<file path="src/rtl/p3_pkg.sv">
// ---------------------------------------------------------------------------
// p3_pkg
// Shared definitions for the pattern count engine:
//   - default data-memory layout (message, pattern byte, result bytes)
//   - controller state encoding
//   - count_t, the 8-bit type used for all three result counters
// ---------------------------------------------------------------------------
package p3_pkg;

  localparam logic [7:0] DEF_STR_BASE = 8'd128;  // first message byte
  localparam logic [7:0] DEF_PAT_ADDR = 8'd160;  // pattern byte, pattern in [7:3]
  localparam logic [7:0] DEF_RES_BASE = 8'd192;  // ctb, cto, cts at +0, +1, +2
  localparam int         DEF_NBYTES   = 32;      // counter widths assume 32

  typedef enum logic [2:0] {
    IDLE,
    ARMED,
    RD_PAT,
    RD_STR,
    WR_CTB,
    WR_CTO,
    WR_CTS,
    FINISH
  } state_e;

  typedef logic [7:0] count_t;

endpackage

</file>
<file path="src/rtl/pattern_window_match.sv">
// ---------------------------------------------------------------------------
// pattern_window_match
// Combinational 5-bit pattern matcher over a 12-bit window
// {prev[3:0], cur[7:0]}.
//   win_i        : 12-bit window, current byte in [7:0]
//   pat_i        : 5-bit pattern
//   first_byte_i : 1 = first message byte, only the 4 in-byte windows count
//                  toward x_cnt_o (there is no previous byte)
//   in_cnt_o     : matches among cur[7:3], cur[6:2], cur[5:1], cur[4:0] (0..4)
//   in_any_o     : at least one in-byte match
//   x_cnt_o      : string-count contribution, the 8 windows whose lsb lies in
//                  cur (0..8), or the in-byte count when first_byte_i is set
// ---------------------------------------------------------------------------
module pattern_window_match
  import p3_pkg::*;
(
  input  logic [11:0] win_i,
  input  logic [4:0]  pat_i,
  input  logic        first_byte_i,
  output logic [2:0]  in_cnt_o,
  output logic        in_any_o,
  output logic [3:0]  x_cnt_o
);

  // hit[gi] : window with its lsb at bit gi; gi 0..3 lie wholly inside cur,
  // gi 4..7 straddle the previous byte.
  logic [7:0] hit;

  generate
    for (genvar gi = 0; gi < 8; gi++) begin : g_win
      assign hit[gi] = (win_i[gi+4:gi] == pat_i);
    end
  endgenerate

  logic [3:0] cross_cnt;

  always_comb begin
    in_cnt_o  = {2'b00, hit[0]} + {2'b00, hit[1]} + {2'b00, hit[2]} + {2'b00, hit[3]};
    in_any_o  = |hit[3:0];
    cross_cnt = {1'b0, in_cnt_o} + {3'b000, hit[4]} + {3'b000, hit[5]}
              + {3'b000, hit[6]} + {3'b000, hit[7]};
    x_cnt_o   = first_byte_i ? {1'b0, in_cnt_o} : cross_cnt;
  end

endmodule

</file>
<file path="src/rtl/pattern_count_engine.sv">
// ---------------------------------------------------------------------------
// pattern_count_engine
// START/DONE responder that counts 5-bit pattern occurrences in a 32-byte
// message held in data memory and writes the three counts back.
//   CLK          : clock, rising edge
//   RESET_N      : asynchronous active-low reset
//   START        : high = hold idle / abort; run begins when START goes low
//   DONE         : high once results are written, until START rises again
//   MEM_ADDR     : data memory address
//   MEM_RD_EN    : read strobe, data returns on MEM_RD_DATA the next cycle
//   MEM_RD_DATA  : read data
//   MEM_WR_EN    : write strobe, one byte per cycle
//   MEM_WR_DATA  : write data
// Run timeline (cycle 0 = first cycle in RD_PAT):
//   0 read pattern, 1..32 read message, 2..33 consume byte i-2,
//   34..36 write ctb/cto/cts, 37+ DONE.
// All outputs are registers loaded from the next-state decode.
// ---------------------------------------------------------------------------
module pattern_count_engine
  import p3_pkg::*;
#(
  parameter logic [7:0] STR_BASE = DEF_STR_BASE,
  parameter int         NBYTES   = DEF_NBYTES,
  parameter logic [7:0] PAT_ADDR = DEF_PAT_ADDR,
  parameter logic [7:0] RES_BASE = DEF_RES_BASE
) (
  input  logic       CLK,
  input  logic       RESET_N,
  input  logic       START,
  output logic       DONE,
  output logic [7:0] MEM_ADDR,
  output logic       MEM_RD_EN,
  input  logic [7:0] MEM_RD_DATA,
  output logic       MEM_WR_EN,
  output logic [7:0] MEM_WR_DATA
);

  localparam logic [5:0] LAST_RD_CYC   = 6'(NBYTES);      // last message read
  localparam logic [5:0] LAST_CONS_CYC = 6'(NBYTES + 1);  // last byte consumed

  state_e     state_q, state_d;
  logic [5:0] cyc_q, cyc_d;
  logic [4:0] pat_q, pat_d;
  logic [3:0] prev_q, prev_d;
  count_t     ctb_q, ctb_d, cto_q, cto_d, cts_q, cts_d;
  logic       done_q, done_d;
  logic [7:0] addr_q, addr_d;
  logic       rd_en_q, rd_en_d;
  logic       wr_en_q, wr_en_d;
  logic [7:0] wr_data_q, wr_data_d;

  logic [2:0] in_cnt;
  logic       in_any;
  logic [3:0] x_cnt;

  pattern_window_match u_match (
    .win_i        ({prev_q, MEM_RD_DATA}),
    .pat_i        (pat_q),
    .first_byte_i (cyc_q == 6'd2),
    .in_cnt_o     (in_cnt),
    .in_any_o     (in_any),
    .x_cnt_o      (x_cnt)
  );

  always_comb begin
    state_d = state_q;
    cyc_d   = cyc_q;
    pat_d   = pat_q;
    prev_d  = prev_q;
    ctb_d   = ctb_q;
    cto_d   = cto_q;
    cts_d   = cts_q;

    case (state_q)
      IDLE: begin
        if (START) state_d = ARMED;
      end
      ARMED: begin
        if (!START) begin
          state_d = RD_PAT;
          cyc_d   = 6'd0;
          prev_d  = 4'd0;
          ctb_d   = '0;
          cto_d   = '0;
          cts_d   = '0;
        end
      end
      RD_PAT: begin
        state_d = RD_STR;
        cyc_d   = 6'd1;
      end
      RD_STR: begin
        cyc_d = cyc_q + 6'd1;
        // Data read in cycle 0 (pattern byte) arrives in cycle 1.
        if (cyc_q == 6'd1) pat_d = MEM_RD_DATA[7:3];
        if (cyc_q >= 6'd2) begin
          prev_d = MEM_RD_DATA[3:0];
          ctb_d  = ctb_q + {5'b0, in_cnt};
          cto_d  = cto_q + {7'b0, in_any};
          cts_d  = cts_q + {4'b0, x_cnt};
        end
        if (cyc_q == LAST_CONS_CYC) state_d = WR_CTB;
      end
      WR_CTB:  state_d = WR_CTO;
      WR_CTO:  state_d = WR_CTS;
      WR_CTS:  state_d = FINISH;
      FINISH:  state_d = FINISH;
      default: state_d = IDLE;
    endcase

    // START high outside IDLE/ARMED abandons the run (or acknowledges DONE).
    if (START && state_q != IDLE && state_q != ARMED) begin
      state_d = ARMED;
      ctb_d   = '0;
      cto_d   = '0;
      cts_d   = '0;
    end
  end

  // Output decode from the next state so every output is a clean register.
  always_comb begin
    rd_en_d   = 1'b0;
    wr_en_d   = 1'b0;
    addr_d    = 8'd0;
    wr_data_d = 8'd0;
    done_d    = (state_d == FINISH);
    case (state_d)
      RD_PAT: begin
        rd_en_d = 1'b1;
        addr_d  = PAT_ADDR;
      end
      RD_STR: begin
        if (cyc_d <= LAST_RD_CYC) begin
          rd_en_d = 1'b1;
          addr_d  = STR_BASE + {2'b00, cyc_d} - 8'd1;
        end
      end
      WR_CTB: begin
        wr_en_d   = 1'b1;
        addr_d    = RES_BASE;
        wr_data_d = ctb_d;
      end
      WR_CTO: begin
        wr_en_d   = 1'b1;
        addr_d    = RES_BASE + 8'd1;
        wr_data_d = cto_d;
      end
      WR_CTS: begin
        wr_en_d   = 1'b1;
        addr_d    = RES_BASE + 8'd2;
        wr_data_d = cts_d;
      end
      default: ;
    endcase
  end

  always_ff @(posedge CLK or negedge RESET_N) begin
    if (!RESET_N) begin
      state_q   <= IDLE;
      cyc_q     <= 6'd0;
      pat_q     <= 5'd0;
      prev_q    <= 4'd0;
      ctb_q     <= '0;
      cto_q     <= '0;
      cts_q     <= '0;
      done_q    <= 1'b0;
      addr_q    <= 8'd0;
      rd_en_q   <= 1'b0;
      wr_en_q   <= 1'b0;
      wr_data_q <= 8'd0;
    end else begin
      state_q   <= state_d;
      cyc_q     <= cyc_d;
      pat_q     <= pat_d;
      prev_q    <= prev_d;
      ctb_q     <= ctb_d;
      cto_q     <= cto_d;
      cts_q     <= cts_d;
      done_q    <= done_d;
      addr_q    <= addr_d;
      rd_en_q   <= rd_en_d;
      wr_en_q   <= wr_en_d;
      wr_data_q <= wr_data_d;
    end
  end

  assign DONE        = done_q;
  assign MEM_ADDR    = addr_q;
  assign MEM_RD_EN   = rd_en_q;
  assign MEM_WR_EN   = wr_en_q;
  assign MEM_WR_DATA = wr_data_q;

endmodule

</file>
<file path="config.mk">
export PLATFORM = sky130hd
export DESIGN_NAME = pattern_count_engine
export DESIGN_NICKNAME = d
export VERILOG_FILES = /design/src/rtl/p3_pkg.sv /design/src/rtl/pattern_window_match.sv /design/src/rtl/pattern_count_engine.sv
export SDC_FILE = /design/constraint.sdc
export NUM_CORES = 1
export LEC_CHECK = 0
export CORE_MARGIN = 10
export CORE_UTILIZATION = 60
export DETAILED_ROUTE_END_ITERATION = 10
export PLACE_DENSITY = 0.88
export SLEW_MARGIN = 20
export SYNTH_ARGS = -nofsm -noshare
export SYNTH_HDL_FRONTEND = slang
export SYNTH_HIERARCHICAL = 1
export SYNTH_SLANG_ARGS = --single-unit
export TNS_END_PERCENT = 100
</file>
<file path="constraint.sdc">
create_clock -name CLK -period 9.5 [get_ports CLK]
set_clock_uncertainty 0.2 [all_clocks]
set_input_delay 2.85 -clock CLK [delete_from_list [all_inputs] [get_ports CLK]]
set_output_delay 2.85 -clock CLK [all_outputs]
set_load 0.01 [all_outputs]
</file>
# Yosys cells after proc, flatten, opt, wreduce, memory -nomap -nowiden
# Index checks and enable logic that the tools add are counted.
[word_totals] output_inout_bits=19 inputBits=11 reg_bits=61
[classes] reduce_logical=10 muxes=29 add_sub_neg=13 n_lt_le_gt_ge=2 n_eq_ne=27
[ops] cell="8-bit two-way mux" count=10
[ops] cell="8-bit case mux with 2 select lines" count=3
[ops] cell="5-bit equality test" count=8
[ops] cell="8-bit case mux with 5 select lines" count=1
[ops] cell="3-bit equality test, second input constant" count=8
[ops] cell="8-bit case mux with 3 select lines" count=1
[ops] cell="3-bit case mux with 7 select lines" count=1
[ops] cell="6-bit case mux with 3 select lines" count=1
[ops] cell="4-bit by 1-bit adder with 4-bit output" count=3
[ops] cell="3-bit by 2-bit equality test with 1-bit output, second input constant" count=4
[ops] cell="3-bit two-way mux" count=4
[ops] cell="4-bit two-way mux" count=3
[ops] cell="8-bit by 1-bit adder with 8-bit output" count=1
[ops] cell="8-bit by 3-bit adder with 8-bit output" count=1
[ops] cell="8-bit by 4-bit adder with 8-bit output" count=1
[ops] cell="8-bit by 6-bit adder with 8-bit output, first input constant" count=1
[ops] cell="4-bit case mux with 2 select lines" count=1
[ops] cell="8-bit by 1-bit subtractor with 8-bit output, second input constant" count=1
[ops] cell="3-bit by 1-bit adder with 3-bit output" count=2
[ops] cell="6-bit by 1-bit adder with 6-bit output, second input constant" count=1
[ops] cell="6-bit by 1-bit equality test with 1-bit output, second input constant" count=1
[ops] cell="6-bit by 2-bit equality test with 1-bit output, second input constant" count=1
[ops] cell="6-bit equality test, second input constant" count=1
[ops] cell="6-bit by 2-bit >= comparator with 1-bit output, second input constant" count=1
[ops] cell="other kinds (18)" count=21

# Logic depth before layout (Yosys ltp)
[depth] depth_word=14 depth_mapped=22 ltp_nobuf=21

# Modules after synthesis
# Netlist, hierarchy kept.
[modules_own_cells] mod="pattern_count_engine" instances=1 seq_area_each_um2=1526.5 cells_each=363 area_per_inst_um2=3493.4
[modules_own_cells] mod="pattern_window_match" instances=1 seq_area_each_um2=0.0 cells_each=88 area_per_inst_um2=735.7

# Worst setup path after synthesis
# Ideal clock, no wire load.
[synth_timing] kind="input to register" from="input MEM_RD_DATA[4]" to="register wr_data_q[7], in the netlist MEM_WR_DATA[7]" setup_time_ps=133 stages=20 n_path_buf=1 arrival_ps=7036 path_slack_ps=2131 cell_sequence="buf_6 -> xor2_1 -> nor2_1 -> and4_1 -> ha_1 -> inv_1 -> fa_1 -> inv_1 -> fa_1 -> fa_1 -> inv_1 -> fa_1 -> mux2i_1 -> ha_1 -> a211oi_1 -> o21ai_0 -> and2_1 -> a221o_1 -> a22oi_1 -> o21ai_0"
[synth_between] elab_chain_len=14 word_cells_on_any_way=27 classes_between="add/sub (10); eq/ne (5); mux (11); reduce/logical (1)"
[synth_lines] item="start, declared" line_no="pattern_count_engine.sv:33" rtl="input logic [7:0] MEM_RD_DATA,"
[synth_lines] item="5-bit equality test" line_no="pattern_window_match.sv:31" rtl="assign hit[gi] = (win_i[gi+4:gi] == pat_i);"
[synth_lines] item="1-bit by 1-bit adder with 2-bit output" line_no="pattern_window_match.sv:38" rtl="in_cnt_o = {2'b00, hit[0]} + {2'b00, hit[1]} + {2'b00, hit[2]} + {2'b00, hit[3]};"
[synth_lines] item="3-bit by 1-bit adder with 3-bit output" line_no="pattern_window_match.sv:38"
[synth_lines] item="3-bit by 1-bit adder with 3-bit output *" line_no="pattern_window_match.sv:38"
[synth_lines] item="named net in_cnt[0]" line_no="pattern_count_engine.sv:52" rtl="logic [2:0] in_cnt;"
[synth_lines] item="3-bit by 1-bit adder with 4-bit output *" line_no="pattern_window_match.sv:40" rtl="cross_cnt = {1'b0, in_cnt_o} + {3'b000, hit[4]} + {3'b000, hit[5]}"
[synth_lines] item="4-bit by 1-bit adder with 4-bit output *" line_no="pattern_window_match.sv:40"
[synth_lines] item="4-bit by 1-bit adder with 4-bit output * (2 in a row)" line_no="pattern_window_match.sv:41" rtl="+ {3'b000, hit[6]} + {3'b000, hit[7]};"
[synth_lines] item="4-bit two-way mux *" line_no="pattern_window_match.sv:42" rtl="x_cnt_o = first_byte_i ? {1'b0, in_cnt_o} : cross_cnt;"
[synth_lines] item="named net x_cnt[1]" line_no="pattern_count_engine.sv:54" rtl="logic [3:0] x_cnt;"
[synth_lines] item="8-bit by 4-bit adder with 8-bit output *" line_no="pattern_count_engine.sv:100" rtl="cts_d = cts_q + {4'b0, x_cnt};"
[synth_lines] item="8-bit two-way mux *" line_no="pattern_count_engine.sv:96" rtl="if (cyc_q >= 6'd2) begin"
[synth_lines] item="8-bit case mux with 2 select lines *" line_no="pattern_count_engine.sv:74" rtl="case (state_q)"
[synth_lines] item="8-bit two-way mux *" line_no="pattern_count_engine.sv:112" rtl="if (START && state_q != IDLE && state_q != ARMED) begin"
[synth_lines] item="named net cts_d[7]" line_no="pattern_count_engine.sv:45" rtl="count_t ctb_q, ctb_d, cto_q, cto_d, cts_q, cts_d;"
[synth_lines] item="8-bit case mux with 3 select lines *" line_no="pattern_count_engine.sv:127" rtl="case (state_d)"
[synth_lines] item="named net wr_data_d[7]" line_no="pattern_count_engine.sv:50" rtl="logic [7:0] wr_data_q, wr_data_d;"
[synth_lines] item="end signal, assigned" line_no="pattern_count_engine.sv:183" rtl="wr_data_q <= wr_data_d;"
[synth_lines] item="end, declared" line_no="pattern_count_engine.sv:50"
# The timed path passes the listed nets; every way through them passes the cells marked *.
# A chain may end at the register's enable or synchronous reset.

# Worst setup path in the final report
# Ends and elaborated chain as after synthesis.

==> qor.yml <==
outcome: "completed"
irDropWorstVdd_uv: 129.4
finalWirelength_microns: 10050
synth_area_leaders: "dfrtp_1, ha_1, xnor2_1"
grt.overflow.total: 0
yosys.cell_count.top_type: "dfrtp_1"
cts_tree: "done"
die_w_microns: 104.0
dp_hpwl_microns: 7030
tns_ns: 0
yosys.area.top_type: "dfrtp_1"
die_y_microns: 104.0
io_buffers: 29
end_kind: "flop"
cts_hold_buf: 0
areaGrowthSynthToFinish_pct: 10.36
h-tree-depth: 3
grt_max_degree: 62
rows: 30
post_cts_buffers: 0
crit_fanout: 6
setup_viol: 0
ios: 30
root_buffer: "clkbuf_8"
initial_core_util: 0.6190
wl_met3_microns: 691
design.core.area_sq_um: 6832
clockBufferDepth: 2
synth_edf_count: 0
gp_congestion: 0.9410
ctsResizeCount: 0
grt_util_all_layers: 0.1860
highest_layer: "met4"
grt_first_pass_wirelength_microns: 16970
fillers: 541
drt_iter0_markers: 406
yosysTopAreaCellShare: 0.3609
vias: 3497
drc: 0
met2WireLength_microns: 4850
synthTopCellsByCount: "dfrtp_1, inv_1, nand2_1, o21ai_0, xnor2_1"
seqPwrFrac: 0.383
max-slew-margin-rel: 0.3804
cts_buffers: 9
hold_violations: 0
clkSlewWorstSetupHoldPaths_ns: 0.07
nNetsFinal: 497
rsz0062_at_grt: "false"
slew_violations: 0
powerDensity_nw_per_um2: 200.7
num_antenna_cells: 0
p_switching_w: 0.0003514
min_period_ns: 8.034
syn_area_per_cell_sq_um: 9.377
cp_data_arrival_time_ns: 8.04
syn_inst: 451
wl_met1_microns: 4332
crit_type: "input pin to flop"
p_clk_frac: 0.261
antenna_found_initial: 0
cp-start-kind: "input pin"
ant_nets: 0
yosysSeqAreaShare: 0.3609
hp-class: "flop to flop"
timing.fmax_mhz: 124.5
ys_seq_elements: 61
grt_pass1_vias: 3439
syn_nets: 486
required_ns: 9.51
clk_latency_ns: 0.35
p_total_w: 0.0009366
pwr-share-comb: 0.356
p_int_w: 0.0005852
drive_gt1_frac: 0.09208
yosysUniqueCellTypes: 68
ys.flop_type: "dfrtp_1"
via_per_inst: 6.211
wire_per_inst_microns: 17.85
rrSetupSlack_ns: 3.98
p_leak_nw: 2.056
die_area_sq_um: 10810
yosysWarningCount: 6
tightest_slew_ns: 0.9294
period_share: 0.8457
netlist_area_sq_um: 4229
cts_sinks: 61
dr.pass1.iters: 5
async_flop_share: 1.000
max-cap-violations: 0
swShare: 0.3752
-- worst max-delay path: stages --
cell and delay [ns]:
clkdlybuf4s50_1 0.63, xor2_1 0.17, nor2_1 0.06, and4_1 0.19, ha_1 0.28, inv_1 0.05, fa_1 0.49, inv_1 0.08
fa_1 0.51, fa_1 0.47, inv_1 0.09, fa_1 0.41, mux2i_1 0.20, ha_1 0.28, a211oi_1 0.28, o21ai_0 0.21
and2_1 0.19, a221o_1 0.30, a22oi_1 0.16, o21ai_0 0.13
-- per-stage QoR --
step,worst slack [ns],area (sq um),hold slack [ns],std cells,utilization
2_1_floorplan,2.131,4229,0.2510,451,-
3_3_place_gp,1.386,4451,0.2863,547,0.6515
3_5_place_dp,1.153,4451,0.2909,547,0.6515
4_1_cts,1.508,4662,0.3026,563,0.6824
5_1_grt,1.163,4667,0.3312,563,0.6832
6_report,1.466,4667,0.3106,563,0.6832
-- flip-flops by register name, summed over array words and instances (netlist names), 4 cells and up --
signal / cells
cto_q: 8
prev_q: 4
cyc_q: 6
cts_q: 8
pat_q: 5
MEM_WR_DATA: 8
ctb_q: 8
MEM_ADDR: 8
-- layout by cell type (no fill, tap or decap), types with 20 or more instances in the layout --
| cell type | count |
|---|---|
| dfrtp_1 | 61 |
| inv_1 | 29 |
| o21ai_0 | 29 |
| nand2_1 | 29 |
| clkdlybuf4s50_1 | 28 |
| xnor2_1 | 25 |
| nor2_1 | 24 |
| xor2_1 | 23 |
| nand3_1 | 22 |
| a21oi_1 | 20 |
-- worst paths after layout --
check                          startpoint             end  depth (start not counted)
max in group asynchronous         RESET_N  MEM_WR_DATA[0]                          2
hold reg to reg                 prev_q[3]       prev_q[3]                          2
min in group asynchronous         RESET_N       MEM_RD_EN                          2
setup reg to reg                 pat_q[4]  MEM_WR_DATA[7]                         19
setup / recovery           MEM_RD_DATA[4]  MEM_WR_DATA[7]                         20
hold / removal                  prev_q[3]       prev_q[3]                          2
-- layer usage --
metal	vias up	track usage
li1	1625	-
met4	0	0.07058
met3	22	0.04089
met5	-	0
met2	159	0.2896
met1	1691	0.2459
-- cell type report --
type / count / area [sq um] / area share
well taps: 96 / 120.1 / 0.02574
clock inverters: 3 / 42.54 / 0.009115
repair buffers: 30 / 292.8 / 0.06273
clock buffers: 13 / 168.9 / 0.03619
flip-flops and latches: 61 / 1526 / 0.3271
multi-input cells: 329 / 2400 / 0.5142
inverters: 31 / 116.4 / 0.02493
-- cell families (layout without fill, tap and decap cells) --
group                    count (synthesis)  count (layout)  synth area share
AND/OR/NAND/NOR                        136             136            0.1743
AO/OA/AOI/OAI                          111             111            0.1843
flip-flops                              61              61            0.3609
buffers and inverters                   61              77           0.07278
XOR/XNOR                                48              48           0.09941
adder cells (fa/ha/maj)                 24              24           0.08166
multiplexers                            10              10           0.02663
-- power groups by stage --
stage	Combinational, W	Sequential, W	Clock (W)
6_report	0.000333	0.000359	0.000244
5_1_grt	0.000376	0.000365	0.000258
4_1_cts	0.000334	0.000357	0.000246
3_5_place_dp	0.000331	0.000362	0
3_3_place_gp	0.000316	0.000357	0
2_1_floorplan	0.000313	0.000316	0
Note: power is estimated with default switching activity, not from simulation.
